`config.mk`:
```
export PLATFORM = sky130hd
export DESIGN_NAME = spi_command_sequencer
export DESIGN_NICKNAME = d
export VERILOG_FILES = /design/src/rtl/spi_cmd_pkg.sv /design/src/rtl/spi_cmd_timeout_counter.sv /design/src/rtl/spi_command_sequencer.sv
export SDC_FILE = /design/constraint.sdc
export NUM_CORES = 1
export LEC_CHECK = 0
export CAP_MARGIN = 25
export CORE_MARGIN = 4
export CORE_UTILIZATION = 29
export DETAILED_ROUTE_END_ITERATION = 7
export SLEW_MARGIN = 20
export SYNTH_ARGS = -nofsm -noshare
export SYNTH_HDL_FRONTEND = slang
export SYNTH_SLANG_ARGS = --single-unit
export TNS_END_PERCENT = 50
```
`constraint.sdc`:
```
create_clock -name clk -period 4.1 [get_ports clk]
set_input_delay 0.615 -clock clk [delete_from_list [all_inputs] [get_ports clk]]
set_output_delay 0.615 -clock clk [all_outputs]
set_load 0.05 [all_outputs]
```
`src/rtl/spi_cmd_pkg.sv`:
```
// spi_cmd_pkg: opcode table, payload-length lookup and FSM state type
// shared by the SPI command sequencer and its testbench-visible top.
package spi_cmd_pkg;

  localparam int MAX_PAYLOAD_BYTES_DEF = 4;

  localparam logic [7:0] OP_NOP          = 8'h00;
  localparam logic [7:0] OP_SET_MODE     = 8'h01;
  localparam logic [7:0] OP_SET_OFFSET_X = 8'h02;
  localparam logic [7:0] OP_SET_OFFSET_Y = 8'h03;
  localparam logic [7:0] OP_SET_ALPHA    = 8'h04;
  localparam logic [7:0] OP_SET_CROP     = 8'h05;

  typedef enum logic [1:0] {
    IDLE,
    PAYLOAD,
    ISSUE,
    DISCARD
  } state_t;

  typedef struct packed {
    logic       known;
    logic [2:0] len;
  } op_info_t;

  function automatic op_info_t op_lookup(input logic [7:0] op);
    op_info_t r;
    r.known = 1'b1;
    r.len   = 3'd0;
    case (op)
      OP_NOP:          r.len = 3'd0;
      OP_SET_MODE:     r.len = 3'd1;
      OP_SET_OFFSET_X: r.len = 3'd2;
      OP_SET_OFFSET_Y: r.len = 3'd2;
      OP_SET_ALPHA:    r.len = 3'd1;
      OP_SET_CROP:     r.len = 3'd4;
      default:         r.known = 1'b0;
    endcase
    return r;
  endfunction

endpackage

```
`src/rtl/spi_cmd_timeout_counter.sv`:
```
// spi_cmd_timeout_counter: saturating inter-byte gap counter that
// flags expiry once TIMEOUT_CYCLES idle cycles have elapsed.
module spi_cmd_timeout_counter #(
  parameter int TIMEOUT_CYCLES = 65535
) (
  input  logic clk,
  input  logic reset,
  input  logic clear,
  input  logic enable,
  output logic expired
);

  localparam int CW = $clog2(TIMEOUT_CYCLES + 1);

  logic [CW-1:0] count;

  assign expired = (count == CW'(TIMEOUT_CYCLES));

  // count idle cycles, restart on each byte, hold at the limit
  always_ff @(posedge clk or negedge reset) begin
    if (!reset) begin
      count <= '0;
    end else if (clear) begin
      count <= '0;
    end else if (enable && !expired) begin
      count <= count + CW'(1);
    end
  end

endmodule

```
`src/rtl/spi_command_sequencer.sv`:
```
// spi_command_sequencer: frames SPI bytes into opcode+payload commands.
// Optional inter-byte timeout built when SPI_CMD_TIMEOUT_EN is defined.
module spi_command_sequencer
  import spi_cmd_pkg::*;
#(
  parameter int MAX_PAYLOAD_BYTES = MAX_PAYLOAD_BYTES_DEF,
  parameter int TIMEOUT_CYCLES    = 65535
) (
  input  logic                           clk,
  input  logic                           reset,
  input  logic                           spi_cs_active,
  input  logic                           spi_byte_ready,
  input  logic [7:0]                     spi_byte_in,
  output logic                           cmd_valid,
  input  logic                           cmd_ready,
  output logic [7:0]                     cmd_opcode,
  output logic [8*MAX_PAYLOAD_BYTES-1:0] cmd_payload,
  output logic                           err_unknown,
  output logic                           err_truncated,
  output logic                           err_overrun
);

  localparam int PW = 8 * MAX_PAYLOAD_BYTES;

  state_t     state, state_nxt;
  logic [7:0] opcode;
  logic [PW-1:0] payload;
  logic [2:0] remaining;
  logic       discard;

  op_info_t   info;
  logic       handshake;
  logic       load_op;
  logic       shift_en;
  logic       unk_set;
  logic       trunc_set;
  logic       ovr_set;
  logic       timeout_hit;

  assign info        = op_lookup(spi_byte_in);
  assign handshake   = (state == ISSUE) && cmd_ready;
  assign cmd_valid   = (state == ISSUE);
  assign cmd_opcode  = opcode;
  assign cmd_payload = payload;

`ifdef SPI_CMD_TIMEOUT_EN
  spi_cmd_timeout_counter #(
    .TIMEOUT_CYCLES(TIMEOUT_CYCLES)
  ) u_timeout (
    .clk    (clk),
    .reset  (reset),
    .clear  (spi_byte_ready),
    .enable (state == PAYLOAD),
    .expired(timeout_hit)
  );
`else
  logic unused_timeout;
  assign unused_timeout = |TIMEOUT_CYCLES;
  assign timeout_hit    = 1'b0;
`endif

  // state register
  always_ff @(posedge clk or negedge reset) begin
    if (!reset) begin
      state <= IDLE;
    end else begin
      state <= state_nxt;
    end
  end

  // next-state and per-cycle action decode
  always_comb begin
    state_nxt = state;
    load_op   = 1'b0;
    shift_en  = 1'b0;
    unk_set   = 1'b0;
    trunc_set = 1'b0;
    ovr_set   = 1'b0;
    unique case (state)
      IDLE: begin
        if (spi_byte_ready) begin
          if (info.known) begin
            load_op   = 1'b1;
            state_nxt = (info.len == 3'd0) ? ISSUE : PAYLOAD;
          end else begin
            unk_set   = 1'b1;
            state_nxt = DISCARD;
          end
        end
      end
      PAYLOAD: begin
        if (spi_byte_ready) begin
          shift_en = 1'b1;
          if (remaining == 3'd1) state_nxt = ISSUE;
        end else if (!spi_cs_active) begin
          trunc_set = 1'b1;
          state_nxt = IDLE;
        end else if (timeout_hit) begin
          trunc_set = 1'b1;
          state_nxt = DISCARD;
        end
      end
      ISSUE: begin
        ovr_set = spi_byte_ready;
        if (cmd_ready) begin
          state_nxt = (discard || spi_byte_ready) ? DISCARD : IDLE;
        end
      end
      DISCARD: begin
        if (!spi_cs_active) state_nxt = IDLE;
      end
      default: state_nxt = IDLE;
    endcase
  end

  // command data, sticky discard flag and registered error pulses
  always_ff @(posedge clk or negedge reset) begin
    if (!reset) begin
      opcode        <= '0;
      payload       <= '0;
      remaining     <= '0;
      discard       <= 1'b0;
      err_unknown   <= 1'b0;
      err_truncated <= 1'b0;
      err_overrun   <= 1'b0;
    end else begin
      err_unknown   <= unk_set;
      err_truncated <= trunc_set;
      err_overrun   <= ovr_set;
      if (load_op) begin
        opcode    <= spi_byte_in;
        payload   <= '0;
        remaining <= info.len;
      end
      if (shift_en) begin
        payload   <= (payload << 8) | PW'(spi_byte_in);
        remaining <= remaining - 3'd1;
      end
      if (handshake) begin
        discard <= 1'b0;
      end else if (ovr_set) begin
        discard <= 1'b1;
      end
    end
  end

endmodule

```
Word level (Yosys, flattened, before mapping):

Index checks and enable logic that the tools add are counted.
Widths: inputs -> output; s select.

* flip-flop bits (word level): 49
* input port bits: 13
* output and inout bits: 44
* logic and storage cells: 62

* add/subtract/negate cells: 1
* equal/unequal tests: 12
* multiplexer cells: 29
* bitwise logic cells: 1
* reduce and logical (&&, ||, !) cells: 11

Operators with widths (count)
* $mux 32: 2
* $or 32x8->32: 1
* $eq 8x2->1 const B: 2
* $eq 8x3->1 const B: 2
* $mux 2: 8
* $mux 1: 15
* $pmux 3 s3: 1
* $eq 8x1->1 const B: 1
* $logic_not 8->1: 1
* $pmux 2 s4: 1
* $mux 3: 2
* $reduce_or 6->1: 1
* $eq 2x2->1 const B: 2
* $reduce_bool 2->1: 2
* $reduce_or 2->1: 2
* $eq 3x1->1 const B: 1
* $logic_not 3->1: 1
* $ne 3x3->1 const B: 1
* $reduce_and 3->1: 1
* $sub 3x1->3 const B: 1
* $eq 2x1->1 const B: 1
* $logic_not 2->1: 1
* $ne 2x1->1 const B: 1
* $ne 2x2->1 const B: 1
* other kinds (2): 2

Longest topological paths before layout:

* word-level depth: 8
* gate-level depth with buffers: 7
* depth with buffers taken out: 6

Worst setup path after synthesis:

OpenSTA, ideal clock, no wires.

* path type: input -> register
* start point: in spi_byte_in[6]
* end point: reg remaining[0]
* setup time: 0.080 ns
* arrival: 2.329 ns
* required time: 4.020 ns
* setup slack: 1.691 ns
* stages on the path: 5
* path buffers: 1
* cells stage by stage: or4_4 -> or4_1 -> buf_2 -> or4_4 -> o211ai_2

* word-level cells in the longest chain between the ends: 7
* elaborated cells on any way between the ends: 17
* classes of those cells: 5 x eq/ne; 7 x mux; 5 x reduce/logical

Ends and longest elaborated chain
* start: declaration: line spi_command_sequencer.sv:13 `input logic [7:0] spi_byte_in,`
* $eq 8x3->1 (tied with other cells): line spi_cmd_pkg.sv:30 `case (op)`
* $reduce_or 6->1 (no source line)
* $mux 1: line spi_cmd_pkg.sv:30
* $mux 1: line spi_command_sequencer.sv:82 `if (info.known) begin`
* $mux 1: line spi_command_sequencer.sv:81 `if (spi_byte_ready) begin`
* $mux 1: line spi_command_sequencer.sv:79 `unique case (state)`
* $reduce_bool 2->1 (no source line)
* end signal: assignment: line spi_command_sequencer.sv:133 `remaining <= info.len;`
* end signal: assignment: line spi_command_sequencer.sv:137 `remaining <= remaining - 3'd1;`
* end: declaration: line spi_command_sequencer.sv:28 `logic [2:0] remaining;`

Several ways; a longest one is shown, not always the timed one. The select of a mux whose other input is x is not followed.
A chain may end at the register's enable or synchronous reset.

Final worst setup path:

Same ends and word-level chain as after synthesis.

==> flow_metrics.env <==
export IMPL_crit_fanout=14
export IMPL_cp_common_cell="or4_4"
export IMPL_crit_chain="clkdlybuf4s50_1 -> or4_4 -> or4_1 -> or4_4 -> o211ai_2"
export IMPL_arrival_ps=3010
export IMPL_worst_pin_slew_ps=611
export IMPL_clock_latency_ps=300
export IMPL_netlist_area_um2=1960
export IMPL_grt_pass1_wl_um=7420
export IMPL_outcome="complete, no violations"
export IMPL_wl_per_cell_um=15.4
export IMPL_max_freq_mhz=360
export IMPL_drv_slew=0
export IMPL_slowest_delay_ps=750
export IMPL_r2r_cells=4
export IMPL_period_needed_ps=2780
export IMPL_r2r_slack_ps=1660
export IMPL_rows=29
export IMPL_wl_um=4460
export IMPL_cts_repair_resized=0
export IMPL_syn_num_nets=171
export IMPL_stdcell_count=289
export IMPL_drc=0
export IMPL_slowest_stage="or4_1"
export IMPL_ys_seq_elements=49
export IMPL_root_buffer="clkbuf_8"
export IMPL_path_clk_slew_ps=90
export IMPL_ir_worst_vdd_uv=393
export IMPL_grt_overflow=0
export IMPL_ys_top_cells_by_area="dfrtp_1, a22o_1, and2_1"
export IMPL_synth_most_common_cell="dfrtp_1"
export IMPL_ys_async_sr_fraction_pct=100
export IMPL_dieArea_um2=8130
export IMPL_drt_iter0_drc=96
export IMPL_crit_end="remaining[0]"
export IMPL_hold_violations=0
export IMPL_fp_dieW_um=90.1
export IMPL_yosysWarnings=0
export IMPL_place_inst=281
export IMPL_setup_viol=0
export IMPL_place_area_um2=2590
export IMPL_ant_nets=0
export IMPL_seq_area_um2=1230
export IMPL_synth_edf_count=0
export IMPL_grt_max_degree=50
export IMPL_reg2reg_from="state[0]"
export IMPL_clkSinkCount=49
export IMPL_relSlewSlack_pct=59.2
export IMPL_crit_path_start_kind="primary input"
export IMPL_grt_pass1_vias=1422
export IMPL_via_per_inst=4.90
export IMPL_first_pass_iters=4
export IMPL_ys_types=33
export IMPL_max_cap_violations=0
export IMPL_reg2reg_to="remaining[0]"
export IMPL_area_growth_synth_to_final_pct=36.8
export IMPL_cts_tree="yes"
export IMPL_coreArea_um2=6460
export IMPL_hp_class="primary input to async pin"
export IMPL_ys_seq_area_share_pct=62.7
export IMPL_numCtsBuffers=5
export IMPL_power_mw=2.16
export IMPL_postCtsHoldBufs=0
export IMPL_rsz0062_at_grt="no"
export IMPL_postLayoutCellArea_um2=2680
export IMPL_numPortBuffers=56
export IMPL_synth_common_cells="dfrtp_1, a22o_1, clkbuf_1, and2_1"
export IMPL_drive_above_1_share_pct=8.96
export IMPL_synth_area_leader_cell="dfrtp_1"
export IMPL_cp_required_ps=4330
export IMPL_antenna_cells=0
export IMPL_fin_crit_sh_pct=67.8
export IMPL_fin_nets=226
export IMPL_clk_path_buf_depth=2
export IMPL_critPathKind="primary input to flip-flop"
export IMPL_synthCells=156
export IMPL_htree_levels=2
export IMPL_setup_tns_ps=0
export IMPL_avgSynthCellArea_um2=12.5
export IMPL_dpl_hpwl_um=3020
export IMPL_vias=1415
export IMPL_grt_util_all_layers_pct=11.1
export IMPL_skew_ps=7.18
export IMPL_worstSetupStartpoint="spi_byte_in[6]"
export IMPL_power_density_nw_per_um2=807
export IMPL_antenna_found_initial=0
export IMPL_p_leak_nw=1.21
export IMPL_synth_flop_cell="dfrtp_1"
export IMPL_gp_congestion=0.756
export IMPL_die_h_um=90.1
export IMPL_synth_top_area_share_pct=62.7
export IMPL_endpoint_kind="flip-flop"
export IMPL_io_pins=57
export IMPL_cts_setup_buffers=0
export IMPL_finish_utilization_pct=41.5
export IMPL_start_util_pct=30.3
export IMPL_num_fill_cells=615
export IMPL_multiInputGateArea_um2=672
==> how the worst min path moves through the flow <==
stage                             start               to  cells after the start
final                             reset  cmd_payload[29]                      2
after global placement    cmd_opcode[4]    cmd_opcode[4]                      1
after floorplan                   reset    cmd_opcode[0]                      0
after global routing              reset  cmd_payload[29]                      2
after detailed placement  cmd_opcode[3]    cmd_opcode[3]                      1
after CTS                         reset  cmd_payload[30]                      2
==> worst max-delay path, delay by kind of cell <==
kind | cells | cell delay [ps]
simple gates | 3 | 1880
buf+inv | 1 | 430
compound gates | 1 | 80
==> final cells by class <==
type                    count  share of cell area [%]
flip-flops and latches     49                    45.8
multi-input cells          91                    25.1
repair buffers             59                    21.6
well taps                  77                    3.60
clock buffers               6                    2.71
inverters                   5                   0.701
clock inverters             2                   0.514
==> layer usage <==
layer	track usage (%)	wire [um]
met5	0	0
met4	3.44	61
met3	2.92	174
met2	17.4	2120
met1	15.1	2100
==> report_power, final <==
part	switching (mW)	total (mW)	internal (mW)
Clock	0.162	0.284	0.122
Sequential	0.146	0.789	0.643
Combinational	0.688	1.09	0.400
Total	0.996	2.16	1.16
==> kinds of logic after synthesis <==
logic type | synth area share [%]
AOI/OAI and AO/OA | 19.8
xor gates and xnor gates | 0.448
adders and majority gates | 1.28
buffers and inverters | 3.20
DFF | 62.7
muxes | 1.15
and+or+nand+nor | 11.5
==> placed cells by master, fill, tap and decap left out, drive strengths merged <==
cell type      count
o21ai              5
or3b               1
mux2               2
or3                1
nor2               3
a22o              32
ha                 2
a22oi              1
clkdlybuf4s50     55
nor3               5
o211ai             2
inv                6
a211oi             1
a21oi              2
clkbuf             6
nor3b              1
nor4               2
nand2              4
clkinv             1
dfrtp             49
a2bb2oi            2
and3               2
nand2b             2
buf                4
nor2b              3
o22ai              1
and2               7
or2                1
xnor2              1
or4                3
nand3              3
a31oi              2
==> registers in the layout (all words and copies together), names as in the netlist <==
signal         cells
cmd_opcode         8
discard            1
err_truncated      1
remaining          3
cmd_payload       32
state              2
err_overrun        1
err_unknown        1
==> stage by stage <==
stage | hold slack, ps | worst slack (ps)
floorplan | 319 | 1690
global placement | 473 | 1030
detailed placement | 473 | 973
CTS | 428 | 1300
global route | 467 | 1240
finish | 395 | 1320
No activity file was read; power rests on OpenSTA's default activity.
